--- src/rtl/ahb_pkg.sv ---
// Shared AHB types plus the state encoding for the AHB-to-APB bridge FSM.
package ahb_pkg;

  typedef enum logic [1:0] {
    HTRANS_IDLE   = 2'b00,
    HTRANS_BUSY   = 2'b01,
    HTRANS_NONSEQ = 2'b10,
    HTRANS_SEQ    = 2'b11
  } ahb_trans_t;

  typedef enum logic [2:0] {
    HSIZE_BYTE  = 3'b000,
    HSIZE_HALF  = 3'b001,
    HSIZE_WORD  = 3'b010,
    HSIZE_DWORD = 3'b011,
    HSIZE_4W    = 3'b100,
    HSIZE_8W    = 3'b101,
    HSIZE_16W   = 3'b110,
    HSIZE_32W   = 3'b111
  } ahb_size_t;

  typedef enum logic [1:0] {
    HRESP_OKAY  = 2'b00,
    HRESP_ERROR = 2'b01,
    HRESP_RETRY = 2'b10,
    HRESP_SPLIT = 2'b11
  } ahb_resp_t;

  typedef enum logic [2:0] {
    ST_IDLE   = 3'd0,
    ST_WDATA  = 3'd1,
    ST_SETUP  = 3'd2,
    ST_ACCESS = 3'd3,
    ST_ERR1   = 3'd4,
    ST_ERR2   = 3'd5
  } apb_state_t;

  // Only NONSEQ and SEQ carry a real transfer; IDLE/BUSY get a zero-wait OKAY.
  function automatic logic trans_is_active(input ahb_trans_t t);
    return (t == HTRANS_NONSEQ) || (t == HTRANS_SEQ);
  endfunction

endpackage

--- src/rtl/ahb2apb_bridge.sv ---
// AHB slave to APB master bridge, one outstanding transfer, no write buffering.
// Define AHB2APB_PSLVERR_EN to turn pslverr into a two-cycle AHB ERROR response.
import ahb_pkg::*;

module ahb2apb_bridge #(
  parameter int ADDR_WIDTH  = 32,
  parameter int DATA_WIDTH  = 32,
  parameter int PADDR_WIDTH = 16
) (
  input  logic                   clk_i,
  input  logic                   rst_i,
  input  logic                   hsel,
  input  logic [ADDR_WIDTH-1:0]  haddr,
  input  ahb_trans_t             htrans,
  input  logic                   hwrite,
  input  ahb_size_t              hsize,
  input  logic [DATA_WIDTH-1:0]  hwdata,
  input  logic                   hready,
  output logic                   hreadyout,
  output ahb_resp_t              hresp,
  output logic [DATA_WIDTH-1:0]  hrdata,
  output logic                   psel,
  output logic                   penable,
  output logic                   pwrite,
  output logic [PADDR_WIDTH-1:0] paddr,
  output logic [DATA_WIDTH-1:0]  pwdata,
  input  logic [DATA_WIDTH-1:0]  prdata,
  input  logic                   pready,
  input  logic                   pslverr
);

  apb_state_t             state_q, state_d;
  logic                   hreadyout_q, hreadyout_d;
  ahb_resp_t              hresp_q, hresp_d;
  logic [DATA_WIDTH-1:0]  hrdata_q, hrdata_d;
  logic                   psel_q, psel_d;
  logic                   penable_q, penable_d;
  logic                   pwrite_q, pwrite_d;
  logic [PADDR_WIDTH-1:0] paddr_q, paddr_d;
  logic [DATA_WIDTH-1:0]  pwdata_q, pwdata_d;

  logic valid;
  logic apb_err;

  assign valid = hsel & hready & trans_is_active(htrans);

`ifdef AHB2APB_PSLVERR_EN
  assign apb_err = pslverr;
`else
  logic unused_pslverr;
  assign apb_err        = 1'b0;
  assign unused_pslverr = pslverr;
`endif

  // Size is not checked and the upper address bits select this bridge upstream.
  logic unused_inputs;
  assign unused_inputs = ^{hsize, haddr[ADDR_WIDTH-1:PADDR_WIDTH]};

  always_comb begin
    state_d     = state_q;
    hreadyout_d = hreadyout_q;
    hresp_d     = hresp_q;
    hrdata_d    = hrdata_q;
    psel_d      = psel_q;
    penable_d   = penable_q;
    pwrite_d    = pwrite_q;
    paddr_d     = paddr_q;
    pwdata_d    = pwdata_q;

    case (state_q)
      ST_IDLE: begin
        if (valid) begin
          paddr_d     = haddr[PADDR_WIDTH-1:0];
          pwrite_d    = hwrite;
          hreadyout_d = 1'b0;
          hresp_d     = HRESP_OKAY;
          if (hwrite) begin
            state_d = ST_WDATA;
          end else begin
            state_d = ST_SETUP;
            psel_d  = 1'b1;
          end
        end
      end
      // Write data only shows up in the AHB data phase, one cycle after the address.
      ST_WDATA: begin
        pwdata_d = hwdata;
        psel_d   = 1'b1;
        state_d  = ST_SETUP;
      end
      ST_SETUP: begin
        penable_d = 1'b1;
        state_d   = ST_ACCESS;
      end
      ST_ACCESS: begin
        if (pready) begin
          psel_d    = 1'b0;
          penable_d = 1'b0;
          if (!pwrite_q) begin
            hrdata_d = prdata;
          end
          if (apb_err) begin
            hresp_d = HRESP_ERROR;
            state_d = ST_ERR1;
          end else begin
            hreadyout_d = 1'b1;
            state_d     = ST_IDLE;
          end
        end
      end
      // Second ERROR cycle: hreadyout rises while hresp is still ERROR.
      ST_ERR1: begin
        hreadyout_d = 1'b1;
        state_d     = ST_ERR2;
      end
      ST_ERR2: begin
        hresp_d = HRESP_OKAY;
        state_d = ST_IDLE;
      end
      default: begin
        state_d     = ST_IDLE;
        hreadyout_d = 1'b1;
        hresp_d     = HRESP_OKAY;
        psel_d      = 1'b0;
        penable_d   = 1'b0;
      end
    endcase
  end

  always_ff @(posedge clk_i or posedge rst_i) begin
    if (rst_i) begin
      state_q     <= ST_IDLE;
      hreadyout_q <= 1'b1;
      hresp_q     <= HRESP_OKAY;
      hrdata_q    <= '0;
      psel_q      <= 1'b0;
      penable_q   <= 1'b0;
      pwrite_q    <= 1'b0;
      paddr_q     <= '0;
      pwdata_q    <= '0;
    end else begin
      state_q     <= state_d;
      hreadyout_q <= hreadyout_d;
      hresp_q     <= hresp_d;
      hrdata_q    <= hrdata_d;
      psel_q      <= psel_d;
      penable_q   <= penable_d;
      pwrite_q    <= pwrite_d;
      paddr_q     <= paddr_d;
      pwdata_q    <= pwdata_d;
    end
  end

  assign hreadyout = hreadyout_q;
  assign hresp     = hresp_q;
  assign hrdata    = hrdata_q;
  assign psel      = psel_q;
  assign penable   = penable_q;
  assign pwrite    = pwrite_q;
  assign paddr     = paddr_q;
  assign pwdata    = pwdata_q;

endmodule

--- config.mk ---
export PLATFORM = sky130hd
export DESIGN_NAME = ahb2apb_bridge
export DESIGN_NICKNAME = d
export VERILOG_FILES = /design/src/rtl/ahb_pkg.sv /design/src/rtl/ahb2apb_bridge.sv
export SDC_FILE = /design/constraint.sdc
export NUM_CORES = 1
export LEC_CHECK = 0
export CELL_PAD_IN_SITES_DETAIL_PLACEMENT = 0
export CELL_PAD_IN_SITES_GLOBAL_PLACEMENT = 1
export CORE_ASPECT_RATIO = 1.2
export CORE_MARGIN = 2
export CORE_UTILIZATION = 30
export CTS_BUF_LIST = sky130_fd_sc_hd__clkbuf_8
export DETAILED_ROUTE_END_ITERATION = 10
export GPL_TIMING_DRIVEN = 0
export HOLD_SLACK_MARGIN = 0.1
export MAX_ROUTING_LAYER = met4
export PLACE_DENSITY = 0.87
export SETUP_SLACK_MARGIN = 0.5
export SYNTH_ARGS = -nofsm -noshare
export SYNTH_HDL_FRONTEND = slang
export SYNTH_SLANG_ARGS = --single-unit
--- constraint.sdc ---
create_clock -name clk_i -period 3.1 [get_ports clk_i]
set_clock_uncertainty 0.1 [all_clocks]
set_input_delay 0.465 -clock clk_i [delete_from_list [all_inputs] [get_ports clk_i]]
set_output_delay 0.465 -clock clk_i [all_outputs]
set_load 0.05 [all_outputs]
==> reports/summary.md, run 1 <==
For the area enclosed by the die boundary, the log shows 0.0122 mm². Clock tree synthesis found a total of 87 sinks. TritonCTS built the clock tree. The longest clock path from root to sink contains 2 buffers. On the worst path, the slowest cell contributes a delay of 820 ps. Input and output buffers added on the ports amount to 170. At the pin with the least slew margin, the transition time is 571 ps. Global routing finished with a remaining overflow of 0. The worst path buffer plus inverter count is 1, and the number of DRC markers in iteration 0 is 43.

The signal on the critical path passes through clkdlybuf4s50_1. In this run the critical register-to-register path is captured at paddr[2]$_DFFE_PP0P_. The slowest stage of the critical path belongs to the cell sky130_fd_sc_hd__clkdlybuf4s50_1. Final hold analysis gives a worst-case slack of 400 ps.

The tree is rooted in a sky130_fd_sc_hd__clkbuf_8. The worst-case IR drop observed on VDD is 0.496 mV. The tools report the number of antenna violations at the first check in global routing as 0.

Once layout is done, the placed cells without fillers occupy 0.00550 mm². The floorplan has 42 rows. The synthesized area came out at 0.00339 mm².

The number of cell instances on the worst register-to-register path is 5. The tools report the overall track demand over capacity in global routing as 13.9%. The tools report the number of iterations in the first detailed-routing pass as 3. STA classifies the critical path startpoint as a flop. For this block, the routed nets add up to 8120 µm of wire. The wire-length estimate of the detail-placed layout is 6240 µm. The flow ran to the end, and the final reports show no timing, DRC or antenna violations. The logs give 0.0110 mm² for the floorplan core area and 816 ps for the worst path setup slack after routing. Setup repair after global routing left no endpoint under its margin. The worst-path maximum fanout was 3. A synthesized cell averages 16.2 µm². The final hold violation count was 0; the power per cell area was 1270 mW/mm². Once placement completed, the tool counted placed cells totaling 514. For the number of buffers inserted for hold repair after clock tree synthesis, the log shows 0. Leaving out fill and tap cells, the most frequent cell in the layout is sky130_fd_sc_hd__clkdlybuf4s50_1.

The primary flip-flop cell chosen by synthesis mapping was sky130_fd_sc_hd__dfrtp_1. The tools report the remaining max-slew budget at the tightest pin as 61.9%. The startpoint of the most critical register-to-register path is state_q[2]$_DFFE_PP0P_.

For this run, design rule violations remaining after detail routing come to 0. After clock tree synthesis, the clock-pin slew on the worst setup and hold paths is 90 ps. The congestion estimate from routability-driven global placement came to 0.713. The via count of the first global-routing pass is 2611, and the die width is 101 µm.

The detailed router placed 2407 vias in this run. The insertion delay to the later sink of the worst-skew pair is 350 ps. Max-cap violations in this run came to 0. The number of buffers inserted by post-CTS setup repair came out at 0. Compared with the post-synthesis result, the final layout area differs by 62.2%.

In this run the count of I/O pins placed on the die edge is 194. The leakage dissipation was 0.00234 µW. At the placement stage, the worst setup path has a slack of 767 ps. Following the worst setup path forward leads to its endpoint at hreadyout. The worst setup path is captured at an output port. The critical path starts at hreadyout$_DFFE_PP1P_. The first global-routing pass estimated 12600 µm of wire. In this run the worst hold path is classified as input pin to async pin. Entering global routing, the biggest net connects 39 pins. The final period demand of the worst path works out to 2280 ps.

The tools report the final-report max-slew violation count as 0. The path length in cells of the critical path was 1; the layout net count was 501. During synthesis, Yosys emitted a total of 0 warnings.

The worst path uses 73.7% of the clock period. The detail route stage leaves a number of antenna-violating nets equal to 0. CTS buffer count: 9.

The total of fill cells in the finished design was 959. The per-cell routed wire length was 15.3 µm. The family with the most delay on the worst path is buffers and inverters.

In this run the number of H-tree levels came out at 3. The gate count of the mapped netlist was 209; the vertical die dimension was 120 µm. In this run, synthesis inferred 0 flip-flops with an integrated enable.

Summing all placed instances gives a cell area of 0.00531 mm². After routing, the total negative slack on setup checks comes to 0 ps. The flip-flop and latch count after synthesis is 87.

STA puts the critical path data required time at 2530 ps. Setup violations remaining at the end of the flow were counted as 0. The top cell types in the final layout, fill and taps aside, are sky130_fd_sc_hd__clkdlybuf4s50_1, sky130_fd_sc_hd__dfrtp_1, sky130_fd_sc_hd__mux2_2. For the worst setup path, the data arrival time is 1720 ps.

The run gives 30.7% as the starting density of the core. The share of layout cells above drive strength 1 was 28.6%; the register-to-register path setup slack was 1240 ps. In the routed layout, each cell is associated on average with a via count of 4.54. Of the synthesized area, sequential elements account for 64.2%.

In this run, distinct cell masters in the synthesized netlist total 26. The kind of critical path was flop to output port. The run gives 0 as the antenna cell count. The number of gates resized after cts is 0. The logs give 0.438 GHz for the fmax and 530 for the final cell count without fillers. After synthesis, the share of flip-flops with an asynchronous set or reset is 100%.
per-stage QoR:
stage / utilization, % / total power [µW]
after floorplan: - / 4810
after global routing: 49.8 / 7320
after detailed placement: 48.1 / 6280
final: 49.8 / 7000
after global placement: 47.7 / 6190
after CTS: 49.8 / 7100
power by group:
group	switching, µW	internal, µW	total, µW	leakage (µW)
sequential	284	1710	1990	0.00104
clock	414	375	790	0.000104
combinational	2600	1620	4220	0.00120
total	3300	3700	7000	0.00234
worst min-delay path by stage:
stage,start,to,slack [ps],cells after the start
detailed placement,hrdata[27]$_DFFE_PP0P_,hrdata[27]$_DFFE_PP0P_,390,1
floorplan,state_q[0]$_DFFE_PP0P_,state_q[2]$_DFFE_PP0P_,430,2
finish,rst_i,hrdata[24]$_DFFE_PP0P_,400,2
global route,pwdata[16]$_DFFE_PP0N_,pwdata[16]$_DFFE_PP0N_,420,1
CTS,rst_i,hrdata[24]$_DFFE_PP0P_,400,2
global placement,hrdata[3]$_DFFE_PP0P_,hrdata[3]$_DFFE_PP0P_,390,1
area by class of cell:
class                      instances  area [µm²]  share of cell area, %
multi-input combinational        106        1100                   20.0
clock inverter                     7        71.3                   1.30
buffer                            13        98.8                   1.80
timing repair buffer             172        1740                   31.7
clock buffer                       9         124                   2.25
tap                              132         165                   3.00
sequential                        87        2180                   39.6
inverter                           4        18.8                  0.341
worst register-to-register path: stages (launching register included):
cell,delay (ps)
sky130_fd_sc_hd__dfrtp_1,380
sky130_fd_sc_hd__buf_6,140
sky130_fd_sc_hd__or4_4,530
sky130_fd_sc_hd__buf_6,160
sky130_fd_sc_hd__buf_12,150
sky130_fd_sc_hd__mux2_4,300
synthesized netlist by cell type (2+ instances only):
cell type	instances	area, µm²
sky130_fd_sc_hd__buf_2	6	30.0
sky130_fd_sc_hd__buf_4	3	22.5
sky130_fd_sc_hd__buf_6	2	22.5
sky130_fd_sc_hd__dfrtp_1	86	2150
sky130_fd_sc_hd__inv_1	4	15.0
sky130_fd_sc_hd__mux2_2	72	811
sky130_fd_sc_hd__mux2_4	9	135
sky130_fd_sc_hd__nand2b_1	2	12.5
sky130_fd_sc_hd__nand3_1	2	10.0
sky130_fd_sc_hd__nor2_1	5	18.8
sky130_fd_sc_hd__nor3b_1	2	15.0
sky130_fd_sc_hd__o21ai_0	2	10.0
layer usage:
metal  global-route usage (%)  wire length (µm)  vias to the layer above
li1                         -                 -                     1095
met1                     15.6              3210                     1199
met2                     23.3              4210                      101
met3                     3.58               554                       12
met4                     5.57               148                        0
met5                        -                 0                        -
logic make-up (layout without fill, tap and decap cells):
group	after synthesis	count (layout)	share of synthesized area, %
flops	87	87	64.2
mux	81	81	27.9
buf+inv	17	205	3.36
simple gates	13	13	2.18
compound gates	10	10	2.21
other cells	1	2	0.111
registers in the layout (all words and copies together) (netlist names):
name / flops
psel: 1
penable: 1
hreadyout: 1
state_q: 3
hrdata: 32
pwdata: 32
pwrite: 1
paddr: 16
(Power assumes the default switching activity.)
==> run 2: changes to the inputs <==
- clock period: 3.1 -> 2.4 ns (I/O delays scaled with it)
==> run 2 against run 1 <==
  * Combinational power rose by 18%
  * Global-route usage up 0.13 points
  * Routed wire length down 0.18%
  * Hold slack worse by 100 ps
  * First-iteration DRC count is 19% higher
  * Critical endpoint is now paddr[2]$_DFFE_PP0P_
==> reports/summary.md, run 2 (same netlist as run 1, synthesis figures left out) <==
The run finished with clean final reports. The maximum VDD drop is 0.607 mV. Measured along the x axis, the die boundary spans 101 µm.

The critical path is of the flop to flop type. The power per cell area was 1580 mW/mm²; the met1 layer wirelength in the final routing was 3200 µm. TritonCTS built the clock tree. Post-detailed-route via-to-cell ratio: 4.52. The tools report the top-level port count as 194. The logs give 2631 for the via count of the first global-routing pass and 2397 for the total via count after detailed routing. The number of antenna violations at the first check in global routing is 0, and the area overhead of the layout relative to synthesis is 59.2%.

The proportion of power drawn by combinational gates came out at 58.2%. The first detailed-routing pass ran for 3 iterations. The path class of the tightest hold or removal check is input pin to async pin. The root buffer selected by CTS is sky130_fd_sc_hd__clkbuf_8. The run gives 0 as the remaining antenna violation count after routing. The share of the core filled with cells came out at 48.9%. The run gives 2010 ps as the data arrival at the endpoint of the critical path. Of all nets on the critical path, the largest fanout is 10.

The run gives 0 as the number of buffers inserted for hold repair after clock tree synthesis. The H-tree was split into 3 levels. Final hold violation count: 0. The final-report max-slew violation count came out at 0. The highest metal layer carrying signal wires in the routed design is met4.

Global routing finished with a remaining overflow of 0. The tools report the clock network fraction of total power as 12.0%. The final layout contains 501 nets. The antenna cell count was 0; the switching part of the total power was 49.7%.

The tools report the startpoint type of the worst setup path as a flop. The die covers 0.0122 mm². Port buffering added 170 buffers.

The overall power consumption is 8510 µW. For the pin with the worst max-slew slack, the measured transition is 573 ps. The wire-length estimate of the detail-placed layout is 6240 µm. The maximum count of clock buffers along a single path came out at 2. In this run the critical register-to-register path is captured at paddr[2]$_DFFE_PP0P_. The final period demand of the worst path came out at 1870 ps. The die is 120 µm tall. In this run the static leakage power is 0.00248 µW.

Leaving out fill and tap cells, the most frequent cells in the layout are sky130_fd_sc_hd__dfrtp_1, sky130_fd_sc_hd__clkdlybuf4s50_1, sky130_fd_sc_hd__dlygate4sd2_1. The starting density of the core came out at 30.7%. The wire length on met2 was 4180 µm. The insertion delay to the later sink of the worst-skew pair came out at 350 ps. The tools report the startpoint of the most critical register-to-register path as state_q[2]$_DFFE_PP0P_. The post-route netlist has 29.1% of its cells at a drive strength greater than 1. Row generation in the floorplan step produced 42 rows.

STA puts the critical path data required time at 2550 ps. STA classifies the critical path endpoint as a flop. The run gives 61.7% as the remaining max-slew budget at the tightest pin. The run gives 87 as the number of clock sinks. Based on the critical path, the design can be clocked at up to 0.536 GHz. After layout, the worst path uses 77.7% of the clock period.

After detailed routing, the met3 layer carries 565 µm of wire. For this block, the routed nets add up to 8100 µm of wire. In this run, CTS created clock tree buffers numbering 9. Entering global routing, the biggest net connects 39 pins. Setup repair after global routing could not meet its margin everywhere.

Sequential cells burn 29.8% of the power. In the final routed layout, each cell accounts on average for 15.3 µm. For the first-pass GRT wire length, the log shows 12800 µm.

Setup slack on the worst reg-to-reg path comes out at 530 ps. Once layout is done, the placed cells without fillers occupy 0.00540 mm². For the total of fill cells in the finished design, the log shows 995. The clock-pin slew of the registers on the worst-case setup and hold paths works out to 90 ps. Summing all placed instances gives a cell area of 0.00531 mm². Start point of the critical path: state_q[2]$_DFFE_PP0P_.

Across the run, the number of max-cap violations was 0. The number of cell instances on the worst register-to-register path was 5. Last element of the critical path: paddr[2]$_DFFE_PP0P_. After floorplanning, the core was sized to cover 0.0110 mm².

The logs give 0.713 for the weighted congestion reported at the end of routability-driven placement and 14.0% for the overall track demand over capacity in global routing. The run gives 4280 µW as the cell-internal power. The run gives 4230 µW as the power spent charging and discharging nets. For this run, design rule violations remaining after detail routing come to 0.

For this block, the initial DRC count from the detailed router was 51. Setup violations remaining at the end of the flow were counted as 0.
-- run 2: timing repair --
| action | CTS | global route |
|---|---|---|
| hold endpoints to repair | 0 | 0 |
| gates resized for setup | 84 | 5 |
| endpoints found under the setup margin | 84 | 39 |
| setup buffers | 0 | 0 |
-- run 2: cell type report --
class	instances	area [µm²]	area share (%)
inverter	4	18.8	0.348
timing repair buffer	172	1630	30.2
multi-input combinational	106	1100	20.5
clock inverter	7	71.3	1.32
tap	132	165	3.06
sequential	87	2180	40.3
buffer	13	104	1.92
clock buffer	9	124	2.29
-- run 2: worst min path at each step --
stage | endpoint | startpoint | slack (ps) | cells after the start
after floorplan | paddr[0]$_DFFE_PP0P_ | haddr[0] | 410 | 1
after global placement | hrdata[3]$_DFFE_PP0P_ | hrdata[3]$_DFFE_PP0P_ | 390 | 1
after detailed placement | hrdata[27]$_DFFE_PP0P_ | hrdata[27]$_DFFE_PP0P_ | 390 | 1
after CTS | hrdata[24]$_DFFE_PP0P_ | rst_i | 290 | 2
after global routing | hrdata[24]$_DFFE_PP0P_ | rst_i | 330 | 2
final | hrdata[24]$_DFFE_PP0P_ | rst_i | 300 | 2
-- run 2: metrics by stage --
step,hold WS [ps],TNS [ps],setup slack [ps],std cells
6_report,300,0,535,530
4_1_cts,295,0,471,530
3_5_place_dp,392,0,172,514
3_3_place_gp,387,-2230,-31.9,512
2_1_floorplan,409,0,603,210
5_1_grt,327,0,499,530
-- run 2: power groups by stage --
| stage | sequential, µW | clock [µW] | combinational [µW] |
|---|---|---|---|
| 2_1_floorplan | 5090 | 0 | 1120 |
| 3_3_place_gp | 2560 | 0 | 5430 |
| 3_5_place_dp | 2610 | 0 | 5500 |
| 4_1_cts | 2550 | 1070 | 5010 |
| 5_1_grt | 2650 | 1130 | 5150 |
| 6_report | 2540 | 1020 | 4960 |
-- run 2: layer usage --
layer,GRT usage [%],vias to the layer above
met5,-,-
met4,5.57,0
met3,3.58,12
met2,23.7,102
met1,15.7,1184
li1,-,1099
-- run 2: worst max-delay path, cell delays in order (launching register included) --
cell	delay, ps
sky130_fd_sc_hd__dfrtp_1	380
sky130_fd_sc_hd__buf_6	140
sky130_fd_sc_hd__or4_4	520
sky130_fd_sc_hd__buf_6	160
sky130_fd_sc_hd__buf_12	150
sky130_fd_sc_hd__mux2_4	300
